==> config.mk <==
export PLATFORM = sky130hd
export DESIGN_NAME = rr_mux_4x1
export DESIGN_NICKNAME = d
export VERILOG_FILES = /design/src/rtl/rr_mux_pkg.sv /design/src/rtl/rr_mux_4x1_arb.sv /design/src/rtl/rr_mux_4x1.sv
export SDC_FILE = /design/constraint.sdc
export NUM_CORES = 1
export LEC_CHECK = 0
export BUFFER_PORTS_ARGS = -buffer_cell sky130_fd_sc_hd__buf_2
export CAP_MARGIN = 20
export CORE_UTILIZATION = 53
export CTS_CLUSTER_SIZE = 10
export DETAILED_ROUTE_END_ITERATION = 7
export PLACE_DENSITY = 0.94
export SLEW_MARGIN = 20
export SYNTH_ARGS = -nofsm -noshare
export SYNTH_HDL_FRONTEND = slang
export SYNTH_SLANG_ARGS = --single-unit
==> constraint.sdc <==
create_clock -name clk -period 9.7 [get_ports clk]
set_input_delay 1.94 -clock clk [delete_from_list [all_inputs] [get_ports clk]]
set_output_delay 1.94 -clock clk [all_outputs]
set_load 0.01 [all_outputs]
==> src/rtl/rr_mux_pkg.sv <==
// Shared definitions for the 4-to-1 round-robin valid/ready merge.
// Optional feature macro: RR_MUX_CNT_EN (per-channel transfer counters).

package rr_mux_pkg;

   localparam int NCH   = 4;
   localparam int SEL_W = 2;

   typedef logic [SEL_W-1:0] sel_t;

`ifdef RR_MUX_CNT_EN
   localparam int CNT_W = 16;
`endif

   // Output buffer occupancy
   typedef enum logic [0:0] {
      BUF_EMPTY = 1'b0,
      BUF_FULL  = 1'b1
   } buf_state_t;

   // Encode a one-hot (or zero) channel vector into a channel index
   function automatic sel_t onehot_to_sel(input logic [NCH-1:0] oh);
      sel_t idx;
      idx = {SEL_W{1'b0}};
      for (int k = 0; k < NCH; k++) begin
         idx = idx | (oh[k] ? sel_t'(k) : {SEL_W{1'b0}});
      end
      return idx;
   endfunction

endpackage : rr_mux_pkg

==> src/rtl/rr_mux_4x1_arb.sv <==
// Combinational 4-way round-robin arbiter. The search starts one past the
// last granted channel (ptr) and wraps, so ptr itself is checked last.

module rr_arb_4
   import rr_mux_pkg::*;
(
   input  logic [NCH-1:0] req,
   input  sel_t           ptr,
   output logic [NCH-1:0] gnt
);

   logic [NCH-1:0] gnt_s;

   // Grant the first requesting channel in the order ptr+1, ptr+2, ptr+3, ptr
   always_comb begin : p_arb
      logic found_s;
      sel_t cand_s;
      gnt_s   = {NCH{1'b0}};
      found_s = 1'b0;
      cand_s  = {SEL_W{1'b0}};
      for (int i = 1; i <= NCH; i++) begin
         cand_s = ptr + sel_t'(i);
         if (!found_s && req[cand_s]) begin
            gnt_s[cand_s] = 1'b1;
            found_s       = 1'b1;
         end else begin
            found_s = found_s;
         end
      end
   end

   assign gnt = gnt_s;

endmodule : rr_arb_4

==> src/rtl/rr_mux_4x1.sv <==
// Four valid/ready input streams merged into one registered output stream
// with round-robin fairness. The output register is a one-deep buffer that
// can be popped and refilled in the same cycle, giving full throughput.
// Optional feature macro: RR_MUX_CNT_EN adds xfer_cnt, one 16-bit transfer
// counter per input channel.

module rr_mux_4x1
   import rr_mux_pkg::*;
#(
   parameter int WIDTH = 8
)(
   input  logic                   clk,
   input  logic                   rst,
   input  logic [NCH-1:0]         in_valid,
   input  logic [NCH*WIDTH-1:0]   in_data,
   output logic [NCH-1:0]         in_ready,
   output logic                   out_valid,
   input  logic                   out_ready,
   output logic [WIDTH-1:0]       out_data,
   output logic [SEL_W-1:0]       out_sel
`ifdef RR_MUX_CNT_EN
   ,
   output logic [NCH*CNT_W-1:0]   xfer_cnt
`endif
);

   // Registered state
   buf_state_t       state_r;
   logic             out_valid_r;
   logic [WIDTH-1:0] out_data_r;
   sel_t             out_sel_r;
   sel_t             ptr_r;

   // Combinational handshake signals
   logic [NCH-1:0]   grant_s;
   logic             load_s;
   logic [NCH-1:0]   in_ready_s;
   logic [NCH-1:0]   xfer_vec_s;
   logic             xfer_s;
   sel_t             xfer_sel_s;
   logic [WIDTH-1:0] xfer_data_s;

   rr_arb_4 u_arb (
      .req (in_valid),
      .ptr (ptr_r),
      .gnt (grant_s)
   );

   // The buffer can take a word when empty or when it is being drained
   assign load_s = ~out_valid_r | out_ready;

   // Offer ready only to the granted channel, and never while in reset
   always_comb begin
      if (rst) begin
         in_ready_s = {NCH{1'b0}};
      end else begin
         in_ready_s = grant_s & {NCH{load_s}};
      end
   end

   // Identify the accepted channel and its data word
   always_comb begin
      xfer_vec_s  = in_valid & in_ready_s;
      xfer_s      = |xfer_vec_s;
      xfer_sel_s  = onehot_to_sel(grant_s);
      xfer_data_s = in_data[int'(xfer_sel_s)*WIDTH +: WIDTH];
   end

   // Output buffer FSM: capture on push, clear on pop-without-push, else hold
   always_ff @(posedge clk or posedge rst) begin
      if (rst) begin
         state_r     <= BUF_EMPTY;
         out_valid_r <= 1'b0;
         out_data_r  <= {WIDTH{1'b0}};
         out_sel_r   <= {SEL_W{1'b0}};
         ptr_r       <= 2'd3;
      end else begin
         case (state_r)
            BUF_EMPTY: begin
               if (xfer_s) begin
                  state_r     <= BUF_FULL;
                  out_valid_r <= 1'b1;
                  out_data_r  <= xfer_data_s;
                  out_sel_r   <= xfer_sel_s;
                  ptr_r       <= xfer_sel_s;
               end else begin
                  state_r     <= BUF_EMPTY;
                  out_valid_r <= 1'b0;
               end
            end
            BUF_FULL: begin
               if (xfer_s) begin
                  state_r     <= BUF_FULL;
                  out_valid_r <= 1'b1;
                  out_data_r  <= xfer_data_s;
                  out_sel_r   <= xfer_sel_s;
                  ptr_r       <= xfer_sel_s;
               end else if (out_ready) begin
                  state_r     <= BUF_EMPTY;
                  out_valid_r <= 1'b0;
               end else begin
                  state_r     <= BUF_FULL;
                  out_valid_r <= 1'b1;
               end
            end
            default: begin
               state_r     <= BUF_EMPTY;
               out_valid_r <= 1'b0;
            end
         endcase
      end
   end

   assign in_ready  = in_ready_s;
   assign out_valid = out_valid_r;
   assign out_data  = out_data_r;
   assign out_sel   = out_sel_r;

`ifdef RR_MUX_CNT_EN
   logic [CNT_W-1:0]     cnt_r [NCH];
   logic [NCH*CNT_W-1:0] xfer_cnt_s;

   // Per-channel transfer counters, wrapping naturally at 16'hFFFF
   always_ff @(posedge clk or posedge rst) begin
      if (rst) begin
         for (int k = 0; k < NCH; k++) begin
            cnt_r[k] <= {CNT_W{1'b0}};
         end
      end else begin
         for (int k = 0; k < NCH; k++) begin
            if (xfer_vec_s[k]) begin
               cnt_r[k] <= cnt_r[k] + CNT_W'(1);
            end else begin
               cnt_r[k] <= cnt_r[k];
            end
         end
      end
   end

   // Pack the counters into the flat output port, channel k in slice k
   always_comb begin
      xfer_cnt_s = {(NCH*CNT_W){1'b0}};
      for (int k = 0; k < NCH; k++) begin
         xfer_cnt_s[k*CNT_W +: CNT_W] = cnt_r[k];
      end
   end

   assign xfer_cnt = xfer_cnt_s;
`endif

endmodule : rr_mux_4x1

==> impl_metrics.xml <==
<?xml version="1.0" encoding="UTF-8"?>
<metrics>
  <group name="synth">
    <metric name="syn_nets" unit="">199</metric>
    <metric name="synth_seq_area_share" unit="%">22.51</metric>
    <metric name="synthArstFlopShare" unit="%">100.0</metric>
    <metric name="synth_area_per_cell" unit="um2">9.582</metric>
    <metric name="synth_largest_area_cell" unit="">dfrtp_1</metric>
    <metric name="netlist_top_cells_area" unit="">dfrtp_1 (19%), mux2_4 (9.3%), a211oi_1 (7.2%)</metric>
    <metric name="post_synth_edffs" unit="">0</metric>
    <metric name="post_synthesis_register_bit_count" unit="">13</metric>
    <metric name="yosys.cell_types.count" unit="">40</metric>
    <metric name="synth_largest_type_area_fraction" unit="%">18.90</metric>
    <metric name="mappedNetlistArea" unit="um2">1456</metric>
    <metric name="yosys_warnings" unit="">0</metric>
    <metric name="synthesized_netlist_cell_count" unit="">152</metric>
    <metric name="dominant_synthesized_flop_cell" unit="">dfrtp_1</metric>
  </group>
  <group name="setup_path">
    <metric name="setup.worst_path.start_class" unit="">primary input</metric>
    <metric name="regToRegEndpoint" unit="">out_data[3]</metric>
    <metric name="timing.rr.start" unit="">ptr_r[0]</metric>
    <metric name="worst-path-buf-inv" unit="">2</metric>
    <metric name="reg2regPathDepth" unit="">9</metric>
    <metric name="crit_family" unit="">simple AND/OR/NAND/NOR gates</metric>
    <metric name="worst_path_most_repeated_cell" unit="">buf_2</metric>
    <metric name="worst-path-stages" unit="">7</metric>
    <metric name="crit_path_end_kind" unit="">output pin</metric>
    <metric name="critPathCapture" unit="">in_ready[2]</metric>
    <metric name="cpMaxStageDelayCell" unit="">mux4_2</metric>
    <metric name="cp_data_required_time" unit="ns">7.76</metric>
    <metric name="critPathMaxStageDelay" unit="ns">0.60</metric>
    <metric name="crit_path_start" unit="">in_valid[2]</metric>
    <metric name="crit_path_max_fanout" unit="">10</metric>
    <metric name="timing.setup.critical_path_class" unit="">in2out</metric>
    <metric name="worst-r2r-setup-slack" unit="ns">5.73</metric>
    <metric name="timing.critical_path.cells" unit="">buf_2 &gt; mux4_2 &gt; nor4b_4 &gt; and2_1 &gt; a21oi_2 &gt; nor2_1 &gt; buf_2</metric>
    <metric name="critPathArrivalTime" unit="ns">3.91</metric>
  </group>
  <group name="sta">
    <metric name="layout_min_cycle_time" unit="ns">5.855</metric>
    <metric name="rsz0062_at_grt" unit="">false</metric>
    <metric name="tns" unit="ns">0</metric>
    <metric name="setup_slack" unit="ns">3.845</metric>
    <metric name="fin_skew" unit="ns">0.0005516</metric>
    <metric name="worst_slew_pin_slew" unit="ns">0.6911</metric>
    <metric name="fmaxAchievable" unit="MHz">170.8</metric>
    <metric name="holdWs" unit="ns">0.5125</metric>
    <metric name="slew-limit-headroom" unit="%">53.93</metric>
    <metric name="setup_viol_count_final" unit="">0</metric>
    <metric name="final-max-slew-violation-count" unit="">0</metric>
    <metric name="report.final.hold_viol_count" unit="">0</metric>
    <metric name="period_share" unit="%">60.36</metric>
  </group>
  <group name="grt">
    <metric name="antenna_violations_before_repair" unit="">0</metric>
    <metric name="grt_max_degree" unit="">21</metric>
    <metric name="grt_first_pass_wirelength" unit="um">5630</metric>
    <metric name="global_route.overflow_total" unit="">0</metric>
    <metric name="first_global_vias" unit="">1273</metric>
    <metric name="grtUsageTotal" unit="%">27.82</metric>
  </group>
  <group name="floorplanning">
    <metric name="initial_core_util" unit="%">57.23</metric>
    <metric name="io-pin-count" unit="">54</metric>
    <metric name="dieArea" unit="um2">2962</metric>
    <metric name="die_x" unit="um">54.42</metric>
    <metric name="fp-row-count" unit="">18</metric>
    <metric name="die_height" unit="um">54.42</metric>
    <metric name="coreArea" unit="um2">2545</metric>
  </group>
  <group name="route">
    <metric name="route.antenna.remaining_nets" unit="">0</metric>
    <metric name="routed-via-count" unit="">1409</metric>
    <metric name="route.detailed.wl_per_inst" unit="um">16.16</metric>
    <metric name="drcViolationCount" unit="">0</metric>
    <metric name="detail_route.first_pass.iterations" unit="">4</metric>
    <metric name="routed_wl" unit="um">3701</metric>
    <metric name="vias_per_cell" unit="">6.153</metric>
    <metric name="detailed_route_iter0_violations" unit="">48</metric>
  </group>
  <group name="clock_network">
    <metric name="post_cts_buffers" unit="">0</metric>
    <metric name="cts_hold_repair.buffers" unit="">0</metric>
    <metric name="tritoncts" unit="">yes</metric>
    <metric name="htree_num_levels" unit="">1</metric>
    <metric name="cts_root_buf" unit="">clkbuf_4</metric>
    <metric name="postCtsResizedCells" unit="">0</metric>
    <metric name="tritoncts_num_sinks" unit="">13</metric>
    <metric name="numCtsBuffers" unit="">3</metric>
    <metric name="clock_insertion_delay_worst_skew" unit="ns">0.29</metric>
    <metric name="ctsLongestPathBuffers" unit="">2</metric>
    <metric name="clk_pin_slew_worst_paths" unit="ns">0.08</metric>
  </group>
  <group name="layout">
    <metric name="area.growth.synth_to_final" unit="%">17.87</metric>
    <metric name="finish.net_count" unit="">247</metric>
    <metric name="share_of_cells_above_drive_strength_1" unit="%">41.21</metric>
    <metric name="layout_common_cells" unit="">buf_2 (53), a211oi_1 (14), inv_1 (11), dfrtp_1 (11), nand2_1 (10)</metric>
    <metric name="layout_commonest_cell" unit="">buf_2</metric>
    <metric name="insertedDiodeCount" unit="">0</metric>
    <metric name="finish.instance_area" unit="um2">1717</metric>
    <metric name="postLayoutCoreUtil" unit="%">67.45</metric>
  </group>
  <group name="min_path">
    <metric name="hold_path_startpoint" unit="">out_data[2]</metric>
    <metric name="min_path_type" unit="">reg2reg</metric>
    <metric name="holdPathStages" unit="">1</metric>
  </group>
  <group name="power_and_ir_drop">
    <metric name="power_density_over_the_cells" unit="nW/um2">459.9</metric>
    <metric name="static-leakage-power" unit="uW">0.0008258</metric>
    <metric name="p_sw_share" unit="%">49.73</metric>
    <metric name="power_frac_comb" unit="%">79.7</metric>
    <metric name="sequentialPowerShare" unit="%">15.8</metric>
    <metric name="irDropWorstVdd" unit="V">0.0003113</metric>
    <metric name="net_switching_component_of_the_power" unit="uW">392.6</metric>
    <metric name="share_clk_of_total_power" unit="%">4.5</metric>
    <metric name="p_int" unit="uW">396.9</metric>
  </group>
  <group name="placement">
    <metric name="placed_cell_area" unit="um2">1690</metric>
    <metric name="placement.setup.worst_slack" unit="ns">3.859</metric>
    <metric name="port_buffers" unit="">53</metric>
    <metric name="post-dp-hpwl" unit="um">2826</metric>
    <metric name="gp_congestion" unit="">0.8966</metric>
  </group>
  <group name="outcome">
    <metric name="run_status" unit="">completed</metric>
  </group>
  <group name="job">
    <metric name="maxCapViolCount" unit="">0</metric>
  </group>
</metrics>
[registers in the layout (all words and copies together), names as in the netlist]
| name | count |
|---|---|
| out_sel | 2 |
| ptr_r | 2 |
| out_data | 8 |
| out_valid | 1 |
[synth_stat cells (2+ instances only)]
master    count
a211o_1       2
ha_1          8
buf_2         4
and2_1        4
mux2_4        9
or2b_1        2
nand2_1      10
o22ai_1       4
a31oi_1       7
buf_4         3
buf_6         2
dfstp_2       2
dfrtp_1      11
mux2i_1       5
nor2_1        2
nand3_1       8
inv_1        11
a211oi_1     14
o21ai_0       8
mux2_2        6
a22oi_1       2
mux4_2        4
nor2b_1       2
a21oi_1       2
nand2b_1      5
[worst register-to-register path: stages (launching register included)]
cell,delay [ns]
dfstp_2,0.76
inv_1,0.20
ha_1,0.45
mux4_2,0.61
nor2b_1,0.18
o311ai_2,0.51
a221o_1,0.55
or3b_1,0.19
o2111ai_1,0.13
mux2_4,0.28
[logic make-up (layout without fill, tap and decap cells)]
group,after synthesis,in the layout,share of synthesized area [%]
AOI/OAI and AO/OA,49,49,24.74
and+or+nand+nor,37,37,14.78
muxes,24,24,23.54
DFF,13,13,22.51
buffers and inverters,21,68,7.560
adders and majority gates,8,8,6.873
[per-layer routing]
| layer | GRT usage (%) | share of wire, % | vias to the layer above |
|---|---|---|---|
| li1 | - | - | 669 |
| met1 | 32.10 | 44 | 653 |
| met2 | 45.73 | 46 | 74 |
| met3 | 8.889 | 7.4 | 13 |
| met4 | 14.10 | 2.6 | 0 |
| met5 | 0 | 0 | - |
[final cells by class]
cell class | instances | area (um2)
clock buffers | 4 | 26.28
fillers | 219 | 828.3
inverters | 11 | 41.29
multi-input cells | 118 | 1018
flip-flops and latches | 13 | 327.8
well taps | 30 | 37.54
repair buffers | 53 | 265.3
[power groups by stage]
| stage | logic (uW) | registers [uW] | clock network, uW |
|---|---|---|---|
| floorplan | 528 | 118 | 0 |
| global placement | 608 | 123 | 0 |
| detailed placement | 622 | 124 | 0 |
| CTS | 623 | 124 | 35.5 |
| global route | 679 | 130 | 39.3 |
| finish | 629 | 125 | 35.3 |
[through the flow]
step / power, uW / instances
2_1_floorplan: 646.3 / 152
3_3_place_gp: 731.6 / 225
3_5_place_dp: 746.0 / 225
4_1_cts: 783.2 / 229
5_1_grt: 848.2 / 229
6_report: 789.5 / 229
[how the worst min path moves through the flow]
| stage | endpoint | slack (ns) |
|---|---|---|
| final | out_data[2] | 0.51 |
| after global routing | out_data[4] | 0.54 |
| after CTS | out_data[4] | 0.51 |
| after floorplan | out_valid | 0.54 |
| after detailed placement | out_data[4] | 0.49 |
| after global placement | out_data[4] | 0.49 |
Note: power is estimated with default switching activity, not from simulation.
